===== src/rtl/dmem_pkg.sv =====
// Shared types and defaults for the data-memory response block.
// Optional parity column is enabled by defining DMEM_PARITY_EN.
package dmem_pkg;

   localparam int unsigned DMEM_DW    = 8;
   localparam int unsigned DMEM_AW    = 8;
   localparam int unsigned DMEM_DEPTH = 256;

   typedef enum logic [1:0] {
      IDLE    = 2'd0,
      RD_WAIT = 2'd1,
      RD_DONE = 2'd2,
      WR_DONE = 2'd3
   } dmem_state_e;

   // Width of a word index into an array of the given depth (minimum 1 bit).
   function automatic int unsigned idx_width(input int unsigned depth);
      return (depth > 1) ? $clog2(depth) : 1;
   endfunction

endpackage


===== src/rtl/dmem_array.sv =====
// Word storage: one synchronous write port, one asynchronous read port.
// With DMEM_PARITY_EN defined, an even-parity column is written and checked.
module dmem_array
   import dmem_pkg::*;
#(
   parameter int unsigned DW    = DMEM_DW,
   parameter int unsigned DEPTH = DMEM_DEPTH,
   parameter int unsigned IW    = idx_width(DEPTH)
)(
   input  logic          clk,
   input  logic          we,
   input  logic [IW-1:0] waddr,
   input  logic [DW-1:0] wdata,
   input  logic [IW-1:0] raddr,
   output logic [DW-1:0] rdata,
   output logic          rpar_err
);

   logic [DW-1:0] mem [DEPTH];

   always_ff @(posedge clk) begin
      if (we) begin
         mem[waddr] <= wdata;
      end
   end

   assign rdata = mem[raddr];

`ifdef DMEM_PARITY_EN
   logic par_mem [DEPTH];

   always_ff @(posedge clk) begin
      if (we) begin
         par_mem[waddr] <= ^wdata;
      end
   end

   // Even parity: data bits plus stored parity bit must XOR to zero.
   assign rpar_err = ^{mem[raddr], par_mem[raddr]};
`else
   assign rpar_err = 1'b0;
`endif

endmodule


===== src/rtl/dmem_resp.sv =====
// Data-memory request/response FSM: 2-cycle loads, 1-cycle stores, sticky err.
// Defining DMEM_PARITY_EN adds parity checking of loaded words.
module dmem_resp
   import dmem_pkg::*;
#(
   parameter int unsigned DW    = DMEM_DW,
   parameter int unsigned AW    = DMEM_AW,
   parameter int unsigned DEPTH = DMEM_DEPTH
)(
   input  logic          clk,
   input  logic          rst_n,
   input  logic          mem_read,
   input  logic          mem_write,
   input  logic [AW-1:0] addr,
   input  logic [DW-1:0] wdata,
   output logic [DW-1:0] rdata,
   output logic          rvalid,
   output logic          stall,
   output logic          err
);

   localparam int unsigned IW = idx_width(DEPTH);

   dmem_state_e   state;
   logic [IW-1:0] rd_idx_q;
   logic          rd_oor_q;
   logic          fwd_hit_q;
   logic [IW-1:0] wr_idx_q;
   logic          wr_ok_q;
   logic [DW-1:0] wr_data_q;

   logic          accept;
   logic          addr_ok;
   logic          do_store;
   logic          do_load;
   logic          arr_we;
   logic [IW-1:0] addr_idx;
   logic [DW-1:0] arr_rdata;
   logic          arr_perr;

   assign accept   = (state != RD_WAIT);
   assign addr_ok  = (32'(addr) < DEPTH);
   assign addr_idx = addr[IW-1:0];
   assign do_store = accept && mem_write;
   assign do_load  = accept && mem_read && !mem_write;
   assign arr_we   = do_store && addr_ok && rst_n;

   always_comb begin
      stall = (state == RD_WAIT) || do_load;
   end

   dmem_array #(
      .DW    (DW),
      .DEPTH (DEPTH),
      .IW    (IW)
   ) u_array (
      .clk      (clk),
      .we       (arr_we),
      .waddr    (addr_idx),
      .wdata    (wdata),
      .raddr    (rd_idx_q),
      .rdata    (arr_rdata),
      .rpar_err (arr_perr)
   );

   // A load accepted right after a store to the same word takes the store
   // data directly, so the result never depends on array write timing.
   always_ff @(posedge clk or negedge rst_n) begin
      if (!rst_n) begin
         state     <= IDLE;
         rdata     <= '0;
         rvalid    <= 1'b0;
         err       <= 1'b0;
         rd_idx_q  <= '0;
         rd_oor_q  <= 1'b0;
         fwd_hit_q <= 1'b0;
         wr_idx_q  <= '0;
         wr_ok_q   <= 1'b0;
         wr_data_q <= '0;
      end else begin
         rvalid <= 1'b0;
         if (state == RD_WAIT) begin
            state  <= RD_DONE;
            rvalid <= 1'b1;
            if (rd_oor_q) begin
               rdata <= '0;
            end else if (fwd_hit_q) begin
               rdata <= wr_data_q;
            end else begin
               rdata <= arr_rdata;
               if (arr_perr) begin
                  err <= 1'b1;
               end
            end
         end else if (mem_write) begin
            state     <= WR_DONE;
            wr_idx_q  <= addr_idx;
            wr_ok_q   <= addr_ok;
            wr_data_q <= wdata;
            if (mem_read || !addr_ok) begin
               err <= 1'b1;
            end
         end else if (mem_read) begin
            state     <= RD_WAIT;
            rd_idx_q  <= addr_idx;
            rd_oor_q  <= !addr_ok;
            fwd_hit_q <= (state == WR_DONE) && wr_ok_q && addr_ok &&
                         (wr_idx_q == addr_idx);
            if (!addr_ok) begin
               err <= 1'b1;
            end
         end else begin
            state <= IDLE;
         end
      end
   end

endmodule


===== config.mk =====
export PLATFORM = sky130hd
export DESIGN_NAME = dmem_resp
export DESIGN_NICKNAME = d
export VERILOG_FILES = /design/src/rtl/dmem_pkg.sv /design/src/rtl/dmem_array.sv /design/src/rtl/dmem_resp.sv
export SDC_FILE = /design/constraint.sdc
export NUM_CORES = 2
export LEC_CHECK = 0
export CORE_ASPECT_RATIO = 0.7
export CORE_MARGIN = 2
export CORE_UTILIZATION = 59
export CTS_BUF_LIST = sky130_fd_sc_hd__clkbuf_4 sky130_fd_sc_hd__clkbuf_8
export CTS_CLUSTER_SIZE = 10
export DETAILED_ROUTE_END_ITERATION = 8
export DONT_BUFFER_PORTS = 1
export GPL_TIMING_DRIVEN = 0
export PLACE_DENSITY_LB_ADDON = 0.25
export SETUP_SLACK_MARGIN = 0.15
export SLEW_MARGIN = 5
export SYNTH_ARGS = -nofsm -noshare
export SYNTH_HDL_FRONTEND = slang
export SYNTH_SLANG_ARGS = --single-unit

===== constraint.sdc =====
create_clock -name clk -period 2.4 [get_ports clk]
set_input_delay 0.24 -clock clk [delete_from_list [all_inputs] [get_ports clk]]
set_output_delay 0.24 -clock clk [all_outputs]
set_load 0.05 [all_outputs]

Word level (Yosys, flattened, before mapping) --
Memory sizes are Yosys's and may differ from the RTL's. Index checks and enable logic that the tools add are counted.
Cells by class: reduce and logical (&&, ||, !) cells 11, equality and inequality tests 4, multiplexer cells 7, bitwise gates (word level) 2
Operator list (number):
- 8-bit equality test | 1
- 8-bit two-way mux | 1
- 1-bit logical AND | 6
- 3-bit AND reduction | 2
- 1-bit two-way mux | 4
- 2-bit two-way mux | 2
- 2-bit by 1-bit equality test with 1-bit output (second input constant) | 1
- 2-bit equality test (second input constant) | 1
- 2-bit by 1-bit inequality test with 1-bit output (second input constant) | 1
- 1-bit inverter | 2
- 2-bit AND reduction | 1
- 1-bit logical NOT | 1
- 1-bit logical OR | 1
Word-level totals: input bits 20, memory bits (writable) 2048, logic and storage cells 34, output and inout bits 11, memories 1, register bits 38
Memories:
- u_array.mem | words 256, bits a word 8, read ports 1, clocked after Yosys merged registers in 0, write ports 1, line dmem_array.sv:19 | logic [DW-1:0] mem [DEPTH];

Logic depth before layout (Yosys ltp) --
depth in word-level cells 5, mapped depth 11, gate-level depth less buffers 7

By module --
Synthesis repeated with hierarchy kept, for this count alone.
Unflattened totals: cells, all modules 3844, area total of the unflattened synthesis 81071.5 um^2
Modules (own cells, without submodules):
- dmem_array | cells an instance 3727, area an instance 79407.4 um^2, instances 1, sequential area each 61499.0 um^2
- dmem_resp | cells an instance 117, area an instance 1664.1 um^2, instances 1, sequential area each 950.9 um^2

Worst setup path before layout --
OpenSTA, ideal clock, no wires.
path kind register -> register, start register rd_idx_q[0], end register rdata[5], arrival 2425 ps, period minus slack after synthesis 2551 ps, cell stages (with the launch flop) 11, setup slack -151 ps, buffers on the path 4, data required time 2274 ps, cell sequence dfrtp_1 buf_6 buf_6 buf_2 buf_4 mux4_2 nor2_1 nor3_1 a311oi_1 o21ai_1 a221o_1
On the way: cells in the longest elaborated chain, start to end 2
Ends and longest elaborated chain:
- from (decl) | line dmem_resp.sv:25 | logic [IW-1:0] rd_idx_q;
- from (signal assigned) | line dmem_resp.sv:105 | rd_idx_q <= addr_idx;
- memory 256 x 8 bit
- 8-bit two-way mux | line dmem_resp.sv:87 | end else if (fwd_hit_q) begin
- to (signal assigned) | line dmem_resp.sv:88 | rdata <= wr_data_q;
- to (signal assigned) | line dmem_resp.sv:90 | rdata <= arr_rdata;
- to (decl) | line dmem_resp.sv:16 | output logic [DW-1:0] rdata,
Every way passes these cells. A chain may end at the register's enable or synchronous reset.

Worst setup path after layout --
start register rd_idx_q[1], end register rdata[5]
Same word-level chain as after synthesis.

==> metrics.md <==
| Metric | Value |
|---|---|
| Outcome | `finished, violations left` |
| Violated checks | `design-rule violations, negative hold slack, negative setup slack` |
| Commonest cells after routing, fill and taps aside | `edfxtp_1, mux4_2, clkbuf_8` |
| Hold_buf cts | `26` |
| Hpwl dp | `around 150000 um` |
| Vias | `approximately 47000` |
| Most common cell after layout, fill and taps aside | `edfxtp_1` |
| Crit Path Max Fanout | `10` |
| Drt via density | `approximately 7.2` |
| # IOs | `31` |
| Placed cells | `~5600` |
| Pwr/cell area | `~850 mW/mm^2` |
| Crit path DAT | `~4.3 ns` |
| Max_cap viols | `0` |
| Crit path launch | `rd_idx_q[1]$_DFFE_PN0P_` |
| Distinct cells, synth | `52` |
| Syn_area_per_cell | `between 20 and 25 sq um` |
| Sequential area share after synthesis | `between 70% and 80%` |
| CP Class | `reg -> reg` |
| First-pass GRT wire length | `around 340000 um` |
| R2r worst-path depth | `10` |
| Crit path capture type | `flop` |
| Layout Skew | `~0.070 ns` |
| Num rows | `approximately 110` |
| Worst hold slack | `-0.6743 ns` |
| Synth Warn # | `0` |
| Syn nets | `3785` |
| Worst EP required | `about 3.4 ns` |
| Worst setup margin | `-0.9297 ns` |
| DRC viols | `1` |
| Fill cell count | `just under 7000` |
| Min-delay worst type | `in -> reg` |
| Top area cells in the synthesized netlist | `edfxtp_1, mux4_2, nor2_1` |
| Area growth syn-to-layout | `24.01%` |
| Peak VDD IR | `just under 0.8 mV` |
| Nets | `approximately 4500` |
| Mapped Area | `about 0.081 sq mm` |
| ANT nets after route | `0` |
| Non-filler cells, final | `about 6500` |
| Yosys reg bits | `between 2000 and 2500` |
| RSZ-0062 raised after global routing | `yes` |
| CTS root buf | `clkbuf_8` |
| Synth area leader | `edfxtp_1` |
| Setup violations, final | `1728` |
| Overall fraction of global-route tracks in use | `36.39%` |
| Grt ovf | `0` |
| Die height | `313.5 um` |
| Slew Limit Fails | `0` |
| TritonCTS Sinks | `2086` |
| Hold_sp | `wdata[3]` |
| H-Tree Depth | `5` |
| Post-synth ARST share | `1.822%` |
| Pre-CTS WS | `-2.456 ns` |
| Relative slew margins | `6.026%` |
| Multi-input logic area | `between 0.02 and 0.025 sq mm` |
| Final WL | `between 200000 and 300000 um` |
| Worst-Skew Late Latency | `1.08 ns` |
| Initial drt markers | `around 9100` |
| Startpoint types | `flop` |
| Fmax achieved | `300.3 MHz` |
| FF-to-FF Start | `rd_idx_q[1]$_DFFE_PN0P_` |
| Hold violation count in the final report | `2045` |
| Synth Flop Type | `edfxtp_1` |
| Final Wtd Congestion | `around 1` |
| Post-synth EDFFs | `~2000` |
| Layout cells sized above 1 | `45.08%` |
| Power, Total | `between 0.08 and 0.09 W` |
| Hold Crit Depth | `0` |
| Fin crit period | `3.330 ns` |
| Die ar. | `approximately 0.14 sq mm` |
| FF/Latch Area | `0.06245 sq mm` |
| LEAKAGE | `about 32 nW` |
| TritonCTS clock tree | `done` |
| Worst Tran Pin Value | `about 1.4 ns` |
| Total CTS buffers | `roughly 310` |
| Initial antenna violation count | `9` |
| Area fraction of the dominant cell type after synthesis | `approximately three quarters` |
| Post-Synthesis Cells | `approximately 3800` |
| WL per Instance | `~40 um` |
| Die W | `between 400 and 500 um` |
| Vias in the first global route | `between 40000 and 50000` |
| Pin count of the biggest net entering global routing | `approximately 260` |
| Initial core utilization | `between 50% and 60%` |
| Router iterations before antenna repair | `9` |
| Crit share post-route | `138.7%` |
| Max clock buf depth | `4` |
| Count of input and output buffers | `0` |
| Clk pin slew, worst setup/hold paths | `around 0.070 ns` |
| Core ar. | `between 0.1 and 0.15 sq mm` |
where the power goes:
group          internal, W  switching (W)  leakage, nW
Combinational      0.00639        0.00936         9.60
Sequential          0.0401       0.000327         18.8
Clock               0.0145         0.0139         3.06
worst max-delay path, stage by stage (launching register included):
cell and delay (ns):
dfrtp_2 0.50, buf_12 0.20, buf_12 0.18, nand2_1 0.16
clkbuf_4 0.28, clkbuf_4 0.31, o22ai_2 0.12, nor3_2 0.64
nor4_2 0.16, nor4_4 0.43, a221o_1 0.23
cell usage after synthesis (15+ instances only):
cell type / count
a211oi_1: 56
nor2_1: 305
clkbuf_1: 99
o22ai_1: 140
edfxtp_1: 2048
nor2b_1: 32
o21ai_0: 17
nor3_1: 38
mux2i_1: 37
buf_2: 62
buf_6: 15
buf_4: 35
dfrtp_1: 38
nor4_1: 18
nand2_1: 78
or3_1: 30
mux2_2: 68
mux4_2: 509
repair_timing:
item / in CTS / in global routing
gates resized for setup: 878 / 279
pin swaps: 178 / 136
gates cloned: 11 / 1
setup endpoints to repair: 2060 / 2059
buffers inserted: 252 / 155
endpoints found under the hold margin: 2467 / 2048
cell type report:
type,count,share of cell area (%)
sequential,2086,62.38
multi-input combinational,1447,20.41
timing repair buffer,453,6.431
clock buffer,434,5.248
buffer,225,2.784
tap,1782,2.227
clock inverter,87,0.4874
antenna,9,0.02250
inverter,4,0.01500
cells by family (layout without fill, tap and decap cells):
group / after synthesis / in the layout / share of synthesized area [%]
buffers and inverters: 232 / 1203 / 1.612
flip-flops: 2086 / 2086 / 77.35
multiplexers: 615 / 615 / 15.64
AND/OR/NAND/NOR: 556 / 556 / 3.098
other: 0 / 9 / 0
XOR/XNOR: 8 / 8 / 0.08679
AO/OA/AOI/OAI: 268 / 268 / 2.215
sequential cells by signal, indices dropped and copies added (netlist names):
name	count
rd_idx_q	8
wr_ok_q	1
wr_data_q	8
rvalid	1
rdata	8
wr_idx_q	8
fwd_hit_q	1
state	2
u_array.mem	2048
err	1
through the flow:
stage          instance area (sq um)   TNS, ns  util (%)
2_1_floorplan                  81320    -2.060         -
3_3_place_gp                   83550  -2994.32     61.55
3_5_place_dp                   83760  -2483.61     61.71
4_1_cts                        97210   -189.70     71.62
5_1_grt                       100100   -259.97     73.75
6_report                      100100   -229.90     73.76
routing by layer:
| layer | track usage [%] | routed length [um] |
|---|---|---|
| met5 | 0 | 421 |
| met4 | 17.57 | 14980 |
| met3 | 17.45 | 48370 |
| met2 | 48.07 | 110200 |
| met1 | 51.20 | 89060 |
path summary, 6_finish.rpt:
path | to | slack, ns
max in group asynchronous | wr_data_q[5]$_DFFE_PN0P_ | 1.86
min in group asynchronous | rd_idx_q[5]$_DFFE_PN0P_ | 0.30
hold / removal | u_array.mem[140][3]$_DFFE_PP_ | -0.67
setup reg to reg | rdata[5]$_DFFE_PN0P_ | -0.93
setup / recovery | rdata[5]$_DFFE_PN0P_ | -0.93
hold reg to reg | wr_ok_q$_DFFE_PN0P_ | 0.49
Power figures use the tool's default switching activity.
